==> config.mk <==
export PLATFORM = sky130hd
export DESIGN_NAME = stream_mux_rr
export DESIGN_NICKNAME = d
export VERILOG_FILES = /design/src/rtl/mux_pkg.sv /design/src/rtl/rr_arbiter.sv /design/src/rtl/stream_mux_rr.sv
export SDC_FILE = /design/constraint.sdc
export NUM_CORES = 1
export LEC_CHECK = 0
export BUFFER_PORTS_ARGS = -buffer_cell sky130_fd_sc_hd__buf_2
export CORE_MARGIN = 8
export CORE_UTILIZATION = 45
export CTS_BUF_LIST = sky130_fd_sc_hd__clkbuf_8
export DETAILED_ROUTE_END_ITERATION = 7
export PLACE_DENSITY = 0.73
export SKIP_CTS_REPAIR_TIMING = 1
export SYNTH_ARGS = -nofsm -noshare
export SYNTH_HDL_FRONTEND = slang
export SYNTH_SLANG_ARGS = --single-unit
==> constraint.sdc <==
create_clock -name clk -period 5.5 [get_ports clk]
set_input_delay 0.55 -clock clk [delete_from_list [all_inputs] [get_ports clk]]
set_output_delay 0.55 -clock clk [all_outputs]
set_load 0.02 [all_outputs]
==> src/rtl/mux_pkg.sv <==
// -----------------------------------------------------------------------------
// mux_pkg
// Shared definitions for the stream multiplexer family.
//   mode_e  : selection mode (fixed external select / round-robin)
//   ptr_inc : modulo-N increment used for rotating-priority pointers
// -----------------------------------------------------------------------------
package mux_pkg;

  typedef enum logic {
    MODE_FIXED = 1'b0,
    MODE_RR    = 1'b1
  } mode_e;

  // Next pointer after index idx in a ring of nch entries.
  function automatic int unsigned ptr_inc(input int unsigned idx,
                                          input int unsigned nch);
    return (idx >= nch - 1) ? 0 : idx + 1;
  endfunction

endpackage

==> src/rtl/rr_arbiter.sv <==
// -----------------------------------------------------------------------------
// rr_arbiter
// Purely combinational rotate-priority search: grants the first requester
// found starting at ptr and wrapping modulo NCH.
// Ports:
//   req       [NCH]  request vector
//   ptr       [SELW] highest-priority index this cycle (expected < NCH)
//   gnt_idx   [SELW] granted index (0 when nothing is granted)
//   gnt_valid        at least one request present
// -----------------------------------------------------------------------------
module rr_arbiter
  import mux_pkg::*;
#(
  parameter int NCH  = 8,
  parameter int SELW = $clog2(NCH)
) (
  input  logic [NCH-1:0]  req,
  input  logic [SELW-1:0] ptr,
  output logic [SELW-1:0] gnt_idx,
  output logic            gnt_valid
);

  int idx;

  // NOTE: every output gets a default before any conditional assignment so
  // that no path leaves it unassigned, which would infer a latch.
  always_comb begin
    gnt_valid = 1'b0;
    gnt_idx   = '0;
    idx       = 0;
    // Scan from the farthest offset down to 0; the last hit written is the
    // nearest one to ptr, so no early exit is needed.
    for (int off = NCH - 1; off >= 0; off--) begin
      idx = int'(ptr) + off;
      if (idx >= NCH) idx = idx - NCH;
      if (req[idx]) begin
        gnt_valid = 1'b1;
        gnt_idx   = SELW'(idx);
      end
    end
  end

endmodule

==> src/rtl/stream_mux_rr.sv <==
// -----------------------------------------------------------------------------
// stream_mux_rr
// N-channel, W-bit valid/ready stream multiplexer with a single-entry output
// holding register. Channel selection is either a fixed external select or
// round-robin arbitration.
// Ports:
//   clk, rst_n          clock, synchronous active-low reset
//   in_data  [NCH*W]    channel i at bits [i*W +: W]
//   in_valid [NCH]      per-channel valid
//   in_ready [NCH]      per-channel accept (at most one bit set)
//   mode                0 = fixed select, 1 = round-robin
//   sel      [SELW]     fixed-mode channel; values >= NCH select nothing
//   out_data [W]        registered output word
//   out_ch   [SELW]     channel that produced out_data
//   out_valid           holding register is full
//   out_ready           consumer accept
// -----------------------------------------------------------------------------
module stream_mux_rr
  import mux_pkg::*;
#(
  parameter int NCH  = 8,
  parameter int W    = 8,
  parameter int SELW = $clog2(NCH)
) (
  input  logic              clk,
  input  logic              rst_n,
  input  logic [NCH*W-1:0]  in_data,
  input  logic [NCH-1:0]    in_valid,
  output logic [NCH-1:0]    in_ready,
  input  logic              mode,
  input  logic [SELW-1:0]   sel,
  output logic [W-1:0]      out_data,
  output logic [SELW-1:0]   out_ch,
  output logic              out_valid,
  input  logic              out_ready
);

  logic [W-1:0]    out_data_q, out_data_d;
  logic [SELW-1:0] out_ch_q,   out_ch_d;
  logic            out_valid_q, out_valid_d;
  logic [SELW-1:0] rr_ptr_q,   rr_ptr_d;

  logic            load;
  logic            rr_gnt_valid;
  logic [SELW-1:0] rr_gnt_idx;
  logic            fix_gnt_valid;
  logic            grant_valid;
  logic [SELW-1:0] grant_idx;
  logic [W-1:0]    grant_data;
  logic            take;

  rr_arbiter #(
    .NCH  (NCH),
    .SELW (SELW)
  ) u_rr_arbiter (
    .req       (in_valid),
    .ptr       (rr_ptr_q),
    .gnt_idx   (rr_gnt_idx),
    .gnt_valid (rr_gnt_valid)
  );

  // Holding register can accept when empty or when being drained this cycle.
  assign load = ~out_valid_q | out_ready;

  // Fixed select: compare against every real channel so an out-of-range sel
  // simply matches nothing.
  always_comb begin
    fix_gnt_valid = 1'b0;
    for (int i = 0; i < NCH; i++) begin
      if (int'(sel) == i) fix_gnt_valid = in_valid[i];
    end
  end

  assign grant_valid = (mode == MODE_RR) ? rr_gnt_valid : fix_gnt_valid;
  assign grant_idx   = (mode == MODE_RR) ? rr_gnt_idx   : sel;

  // in_ready is held low during reset so no handshake completes then.
  always_comb begin
    in_ready   = '0;
    grant_data = '0;
    for (int i = 0; i < NCH; i++) begin
      if (grant_idx == SELW'(i)) begin
        in_ready[i] = rst_n & load & grant_valid;
        grant_data  = in_data[i*W +: W];
      end
    end
  end

  assign take = |(in_valid & in_ready);

  always_comb begin
    out_data_d  = out_data_q;
    out_ch_d    = out_ch_q;
    out_valid_d = out_valid_q;
    rr_ptr_d    = rr_ptr_q;
    if (take) begin
      // Covers both refill of an empty register and drain-plus-refill.
      out_data_d  = grant_data;
      out_ch_d    = grant_idx;
      out_valid_d = 1'b1;
      if (mode == MODE_RR) rr_ptr_d = SELW'(ptr_inc(int'(grant_idx), NCH));
    end else if (out_ready) begin
      out_valid_d = 1'b0;
    end
  end

  // NOTE: state registers use non-blocking assignments so every flop samples
  // its next-state value from before the edge.
  always_ff @(posedge clk) begin
    if (!rst_n) begin
      out_data_q  <= '0;
      out_ch_q    <= '0;
      out_valid_q <= 1'b0;
      rr_ptr_q    <= '0;
    end else begin
      out_data_q  <= out_data_d;
      out_ch_q    <= out_ch_d;
      out_valid_q <= out_valid_d;
      rr_ptr_q    <= rr_ptr_d;
    end
  end

  assign out_data  = out_data_q;
  assign out_ch    = out_ch_q;
  assign out_valid = out_valid_q;

endmodule
======== Yosys cells after proc, flatten, opt, wreduce, memory -nomap -nowiden ========
Cells that the tools add are included.
word-level totals
  register bits ........................... 15
  input bits .............................. 79
operators by class
  add/subtract/negate cells ............... 16
  $lt $le $gt $ge ......................... 17
  equal/unequal tests ..................... 14
  muxes and demuxes ....................... 77
  bitwise operators ....................... 5
  reductions and logical operators ........ 5
operator list
  operator                                                                 count
  32-bit by 5-bit < comparator with 1-bit output (second input constant)   8
  32-bit 2-to-1 mux                                                        8
  32-bit by 5-bit >= comparator with 1-bit output (second input constant)  7
  32-bit by 5-bit subtractor with 32-bit output (second input constant)    7
  8-bit 2-to-1 mux                                                         8
  1-bit 2-to-1 mux                                                         43
  3-bit 2-to-1 mux                                                         10
  1-bit binary-select mux with 3-bit select                                8
  3-bit equality test (second input constant)                              8
  3-bit by 3-bit adder with 4-bit output (second input constant)           4
  3-bit by 2-bit equality test with 1-bit output (second input constant)   4
  3-bit by 2-bit adder with 4-bit output (second input constant)           2
  8-bit AND                                                                1
  8-bit OR reduction                                                       1
  3-bit by 1-bit equality test with 1-bit output (second input constant)   2
  3-bit logical NOT                                                        2
  3-bit by 4-bit subtractor with 5-bit output (second input constant)      1
  3-bit by 1-bit adder with 4-bit output (second input constant)           1
  3-bit by 4-bit >= comparator with 1-bit output (second input constant)   1
  3-bit by 1-bit adder with 3-bit output (second input constant)           1
  3-bit >= comparator (second input constant)                              1
  1-bit AND                                                                2
  2-bit AND reduction                                                      1
  2-bit nonzero test                                                       1
  2 further kinds                                                          2

======== Logic depth before layout (Yosys ltp) ========
  depth in word-level cells ............... 24
  depth in mapped cells ................... 23
  depth with buffers taken out ............ 18

======== By module ========
From an unflattened synthesis, not the netlist that was laid out.
unflattened totals
  cells, all modules ...................... 281
  area, all modules ....................... 2306.0 sq um
modules (own cells, without submodules)
  module         times used  cells an instance  area each (sq um)  seq. area each (sq um)
  stream_mux_rr  1           191                1524.0             300.3
  rr_arbiter     1           90                 782.0              0.0

======== Least setup slack after synthesis ========
Ideal clock, no wire load.
  kind .................................... register to register
  start point ............................. register rr_ptr_q[1]
  end point ............................... register out_ch_q[1], in the netlist out_ch[1]
  library setup time ...................... 0.073 ns
  arrival ................................. 4.736 ns
  required time ........................... 5.427 ns
  slack ................................... 0.690 ns
  stages on the path, launching flop included .. 22
  clock period less this slack ............ 4.810 ns
  cells stage by stage .................... dfxtp_1 -> buf_2 -> inv_1 -> ha_1 -> buf_2 -> buf_2 -> mux2_2 -> mux4_2 -> a211oi_1 -> o21bai_1 -> a21o_1 -> a31oi_1 -> inv_1 -> ha_1 -> ha_1 -> clkbuf_1 -> a22o_1 -> a221oi_1 -> mux2i_1 -> o21ai_2 -> buf_6 -> mux2i_1
between the ends
  cells in the longest elaborated chain, start to end .. 19
RTL lines
  item                                                                                                                     RTL line              text
  start, declared                                                                                                          stream_mux_rr.sv:41   logic [SELW-1:0] rr_ptr_q, rr_ptr_d;
  start signal, assigned                                                                                                   stream_mux_rr.sv:119  rr_ptr_q <= rr_ptr_d;
  3-bit by 3-bit adder with 4-bit output                                                                                   rr_arbiter.sv:34      idx = int'(ptr) + off;
  32-bit by 5-bit subtractor with 32-bit output / 32-bit by 5-bit >= comparator with 1-bit output (equally long branches)  rr_arbiter.sv:35      if (idx >= NCH) idx = idx - NCH;
  32-bit 2-to-1 mux                                                                                                        rr_arbiter.sv:35
  1-bit binary-select mux with 3-bit select                                                                                rr_arbiter.sv:36      if (req[idx]) begin
  1-bit 2-to-1 mux (implied by the code) (2 in a row)                                                                      rr_arbiter.sv:36
  3-bit 2-to-1 mux (7 in a row)                                                                                            rr_arbiter.sv:36
  3-bit 2-to-1 mux *                                                                                                       rr_arbiter.sv:36
  3-bit 2-to-1 mux *                                                                                                       stream_mux_rr.sv:75   assign grant_idx = (mode == MODE_RR) ? rr_gnt_idx : sel;
  via grant_idx[0]                                                                                                         stream_mux_rr.sv:48   logic [SELW-1:0] grant_idx;
  3-bit by 1-bit equality test with 1-bit output, or another cell as far along                                             stream_mux_rr.sv:82   if (grant_idx == SELW'(i)) begin
  1-bit 2-to-1 mux                                                                                                         stream_mux_rr.sv:82
  8-bit AND *                                                                                                              stream_mux_rr.sv:89   assign take = |(in_valid & in_ready);
  8-bit OR reduction *                                                                                                     stream_mux_rr.sv:89
  end signal, assigned                                                                                                     stream_mux_rr.sv:117  out_ch_q <= out_ch_d;
  end, declared                                                                                                            stream_mux_rr.sv:39   logic [SELW-1:0] out_ch_q, out_ch_d;
Mark *: on every way through the listed nets, which the timed path passes. The rest lies on a longest branch. The select of a mux whose other input is x is not followed.
A chain may end at the register's enable or synchronous reset.

======== Worst setup path after layout ========
  start point ............................. register rr_ptr_q[0]
  end point ............................... register out_data_q[2], in the netlist out_data[2]
between the ends
  cells in the longest elaborated chain, start to end .. 24
RTL lines
  item                                                                                                                     RTL line              text
  3-bit by 3-bit adder with 4-bit output                                                                                   rr_arbiter.sv:34
  32-bit by 5-bit subtractor with 32-bit output / 32-bit by 5-bit >= comparator with 1-bit output (equally long branches)  rr_arbiter.sv:35
  32-bit 2-to-1 mux                                                                                                        rr_arbiter.sv:35
  1-bit binary-select mux with 3-bit select                                                                                rr_arbiter.sv:36
  1-bit 2-to-1 mux (implied by the code) (2 in a row)                                                                      rr_arbiter.sv:36
  3-bit 2-to-1 mux (8 in a row)                                                                                            rr_arbiter.sv:36
  3-bit 2-to-1 mux                                                                                                         stream_mux_rr.sv:75
  3-bit logical NOT                                                                                                        stream_mux_rr.sv:82
  8-bit 2-to-1 mux (8 in a row)                                                                                            stream_mux_rr.sv:82
  end signal, assigned                                                                                                     stream_mux_rr.sv:116  out_data_q <= out_data_d;
  end, declared                                                                                                            stream_mux_rr.sv:38   logic [W-1:0] out_data_q, out_data_d;
Parallel ways exist; a longest one is shown, timed or not. The select of a mux whose other input is x is not followed.

==> results by group <==
Synthesis
  • Ys Warns: 0
  • Ys async rst share: 0
  • Seq cells post-synth: 15
  • Commonest register cell after synthesis: dfxtp_1
  • Yosys top cell by area: mux4_2
  • Synth top area cells: mux4_2 13%, dfxtp_1 11%, mux2i_1 10%
  • Synth top area share: 0.135
  • Mapped Avg Cell Area: 8.07 sq um
  • Top cells by count, synth: 53 x nand2_1, 27 x mux2i_1, 21 x nor2_1
  • Mapped Area: 2670 sq um
  • Mapped Cells: 331
  • Cell with the most instances after synthesis: nand2_1
  • Count of unique library cells instantiated by Yosys: 50
  • Synth Net Count: 418
  • Post-synth EDFFs: 0
  • Register area share after synthesis: 0.112

Die
  • Initial core utilization: 0.460
  • DIE HEIGHT: 93.1 um
  • Die X: 93.1 um
  • Boundary Pins: 99
  • Placeable Area: 5820 sq um
  • Row count: 28
  • Die ar.: 8660 sq um

Power
  • Power Density: 387 nW/um^2
  • Comb power frac: 0.790
  • Sequential power share: 0.136
  • Switching Share: 0.498
  • Net Sw Power: 0.622 mW
  • Maximum VDD drop: 0.238 mV
  • Internal: 0.628 mW
  • Static leakage: 1.48 nW
  • Clock share of power: 0.074

STA
  • Total Negative Setup Slacks: 0 ps
  • Final Hold Fails: 0
  • Fin. max-slew vios: 0
  • RSZ-0062 raised after global routing: no
  • Fin crit period: 4990 ps
  • Final setup vio count: 0
  • Setup Skew: 1.83 ps
  • Fmax achieved: 201 MHz
  • Headroom to the max-slew limit: 0.381
  • Slew @ Worst Pin: 925 ps
  • Fin crit share: 0.907

Drt
  • Met2 wire length: 4140 um
  • Routed wl met3: 531 um
  • M1 wire length: 3970 um
  • Drt via density: 6.01
  • Antenna Violating Nets Remaining: 0
  • Wire length per cell: 18.0 um
  • Initial drt markers: 261
  • DR pass1 iterations: 5
  • Top layer in use: met4
  • Vias: 2904
  • DR DRC count: 0
  • Total routed wirelength: 8720 um

Min path
  • Hold Path Class: flip-flop to flip-flop
  • Hold Crit Depth: 2

Outcome
  • Status: finished clean

Finish
  • N_diodes: 0
  • Share of cells above drive strength 1: 0.368
  • Post-layout util: 0.555
  • NumNets Final: 496
  • Area grow syn2layout: 20.7%

Worst setup path
  • WP buf/inv: 2
  • Startpoint Class: flip-flop
  • Reg2reg path depth: 15
  • Slowest stage cell, crit path: ha_1
  • Crit Path Class: flip-flop to flip-flop
  • CP cell instances: inv_2, ha_1, mux2_2, mux4_2, nor2b_1, a2111oi_0, o21ai_0, o21ai_0, ha_1, buf_4, nor2b_1, a221oi_1, o311a_1, o31a_1, mux2i_1
  • Crit path DAT: 5170 ps
  • Worst path required time: 5680 ps
  • CP Capture Type: flip-flop
  • Slowest stage delay, CP: 630 ps
  • Delay-heaviest family, CP: compound AO/OA/AOI/OAI gates
  • CP Max Fanout: 17
  • WP depth: 15

Clocking
  • Clock transition at the registers of the reported paths: 70 ps
  • Clk Latency, worst-skew pair: 250 ps
  • Num CTS Buffers: 3
  • CTS HTree Levels: 1
  • Clock Sink Count: 15
  • CTS root buffer: clkbuf_8
  • CTS tree: done
  • Max clock buf depth: 2

Global routing
  • Gr usage total: 0.196
  • Vias in the first global route: 2745
  • Initial antenna violation count: 0
  • First-pass GRT wire length: 14100 um
  • Overflow after GRT: 0
  • Largest net degree at the start of global routing: 35

Placed design
  • Final Wtd Congestion: 0.956
  • IO Port Bufs: 98
  • DP HPWL: 6710 um

Job
  • Number of max-cap violations: 0
path summary, 6_finish.rpt:
check | from | end | slack, ps
max | rr_ptr_q[0] | out_data[2] | 510
min | out_data[1] | out_data[1] | 460
max reg2reg | rr_ptr_q[0] | out_data[2] | 510
min reg2reg | out_data[1] | out_data[1] | 460
flip-flops by register name, indices dropped and copies added (netlist names):
signal	count
out_data	8
out_ch	3
rr_ptr_q	3
out_valid	1
per-layer routing:
layer  track usage  vias to the layer above
met5             0                        -
met4        0.0242                        0
met3        0.0200                       12
met2         0.322                      114
met1         0.276                     1395
li1              -                     1383
layout make-up:
type | count | area [sq um]
Clock buffer | 3 | 41.3
Tap cell | 75 | 93.8
Fill cell | 584 | 2590
Clock inverter | 1 | 7.51
Timing Repair Buffer | 108 | 566
Inverter | 9 | 33.8
Multi-Input combinational cell | 272 | 2180
Sequential cell | 15 | 300
placed cells by master (no fill, tap or decap), drive strengths merged, types with 2 or more instances in the layout:
master   count
nand2b       8
ha           8
mux4        16
xor2         2
dfxtp       15
o31a         8
a21o         4
o211ai       4
buf        108
o21ai       19
nor2        21
o22ai        2
a21boi       2
a31oi        5
a2111oi      2
nand2       54
a221oi      11
mux2        13
xnor2        3
and3         7
a21oi        3
and2         2
nor3         4
a211oi      12
mux2i       28
o311a        8
clkbuf       3
nor2b       15
o31ai        2
inv          9
tightest hold or removal path: cells and delay by family, from the launching register on:
kind          cells  cell delay [ps]
simple gates      1               50
mux               1               50
flops             1              310
per-stage QoR:
| stage | setup slack [ps] | hold slack [ps] | area, sq um | total power [mW] | std cells |
|---|---|---|---|---|---|
| 6_report | 513 | 463 | 3230 | 1.25 | 483 |
| 5_1_grt | 163 | 482 | 3230 | 1.35 | 483 |
| 4_1_cts | 401 | 460 | 3220 | 1.24 | 483 |
| 3_5_place_dp | 436 | 451 | 3170 | 1.14 | 479 |
| 3_3_place_gp | 549 | 444 | 3170 | 1.13 | 479 |
| 2_1_floorplan | 690 | 536 | 2670 | 0.918 | 331 |
cells by family after synthesis:
kind of cell / count (synthesis) / share of synthesized area
muxes: 57 / 0.299
and+or+nand+nor: 115 / 0.201
buffers and inverters: 44 / 0.0735
xor gates and xnor gates: 5 / 0.0164
AOI/OAI and AO/OA: 87 / 0.260
adders and majority gates: 8 / 0.0375
DFF: 15 / 0.112
power by group through the flow:
stage	combinational (mW)	clock, mW	sequential, mW
2_1_floorplan	0.707	0	0.211
3_3_place_gp	0.959	0	0.172
3_5_place_dp	0.972	0	0.172
4_1_cts	0.976	0.0935	0.170
5_1_grt	1.07	0.0991	0.175
6_report	0.987	0.0920	0.170
(Power assumes the default switching activity.)
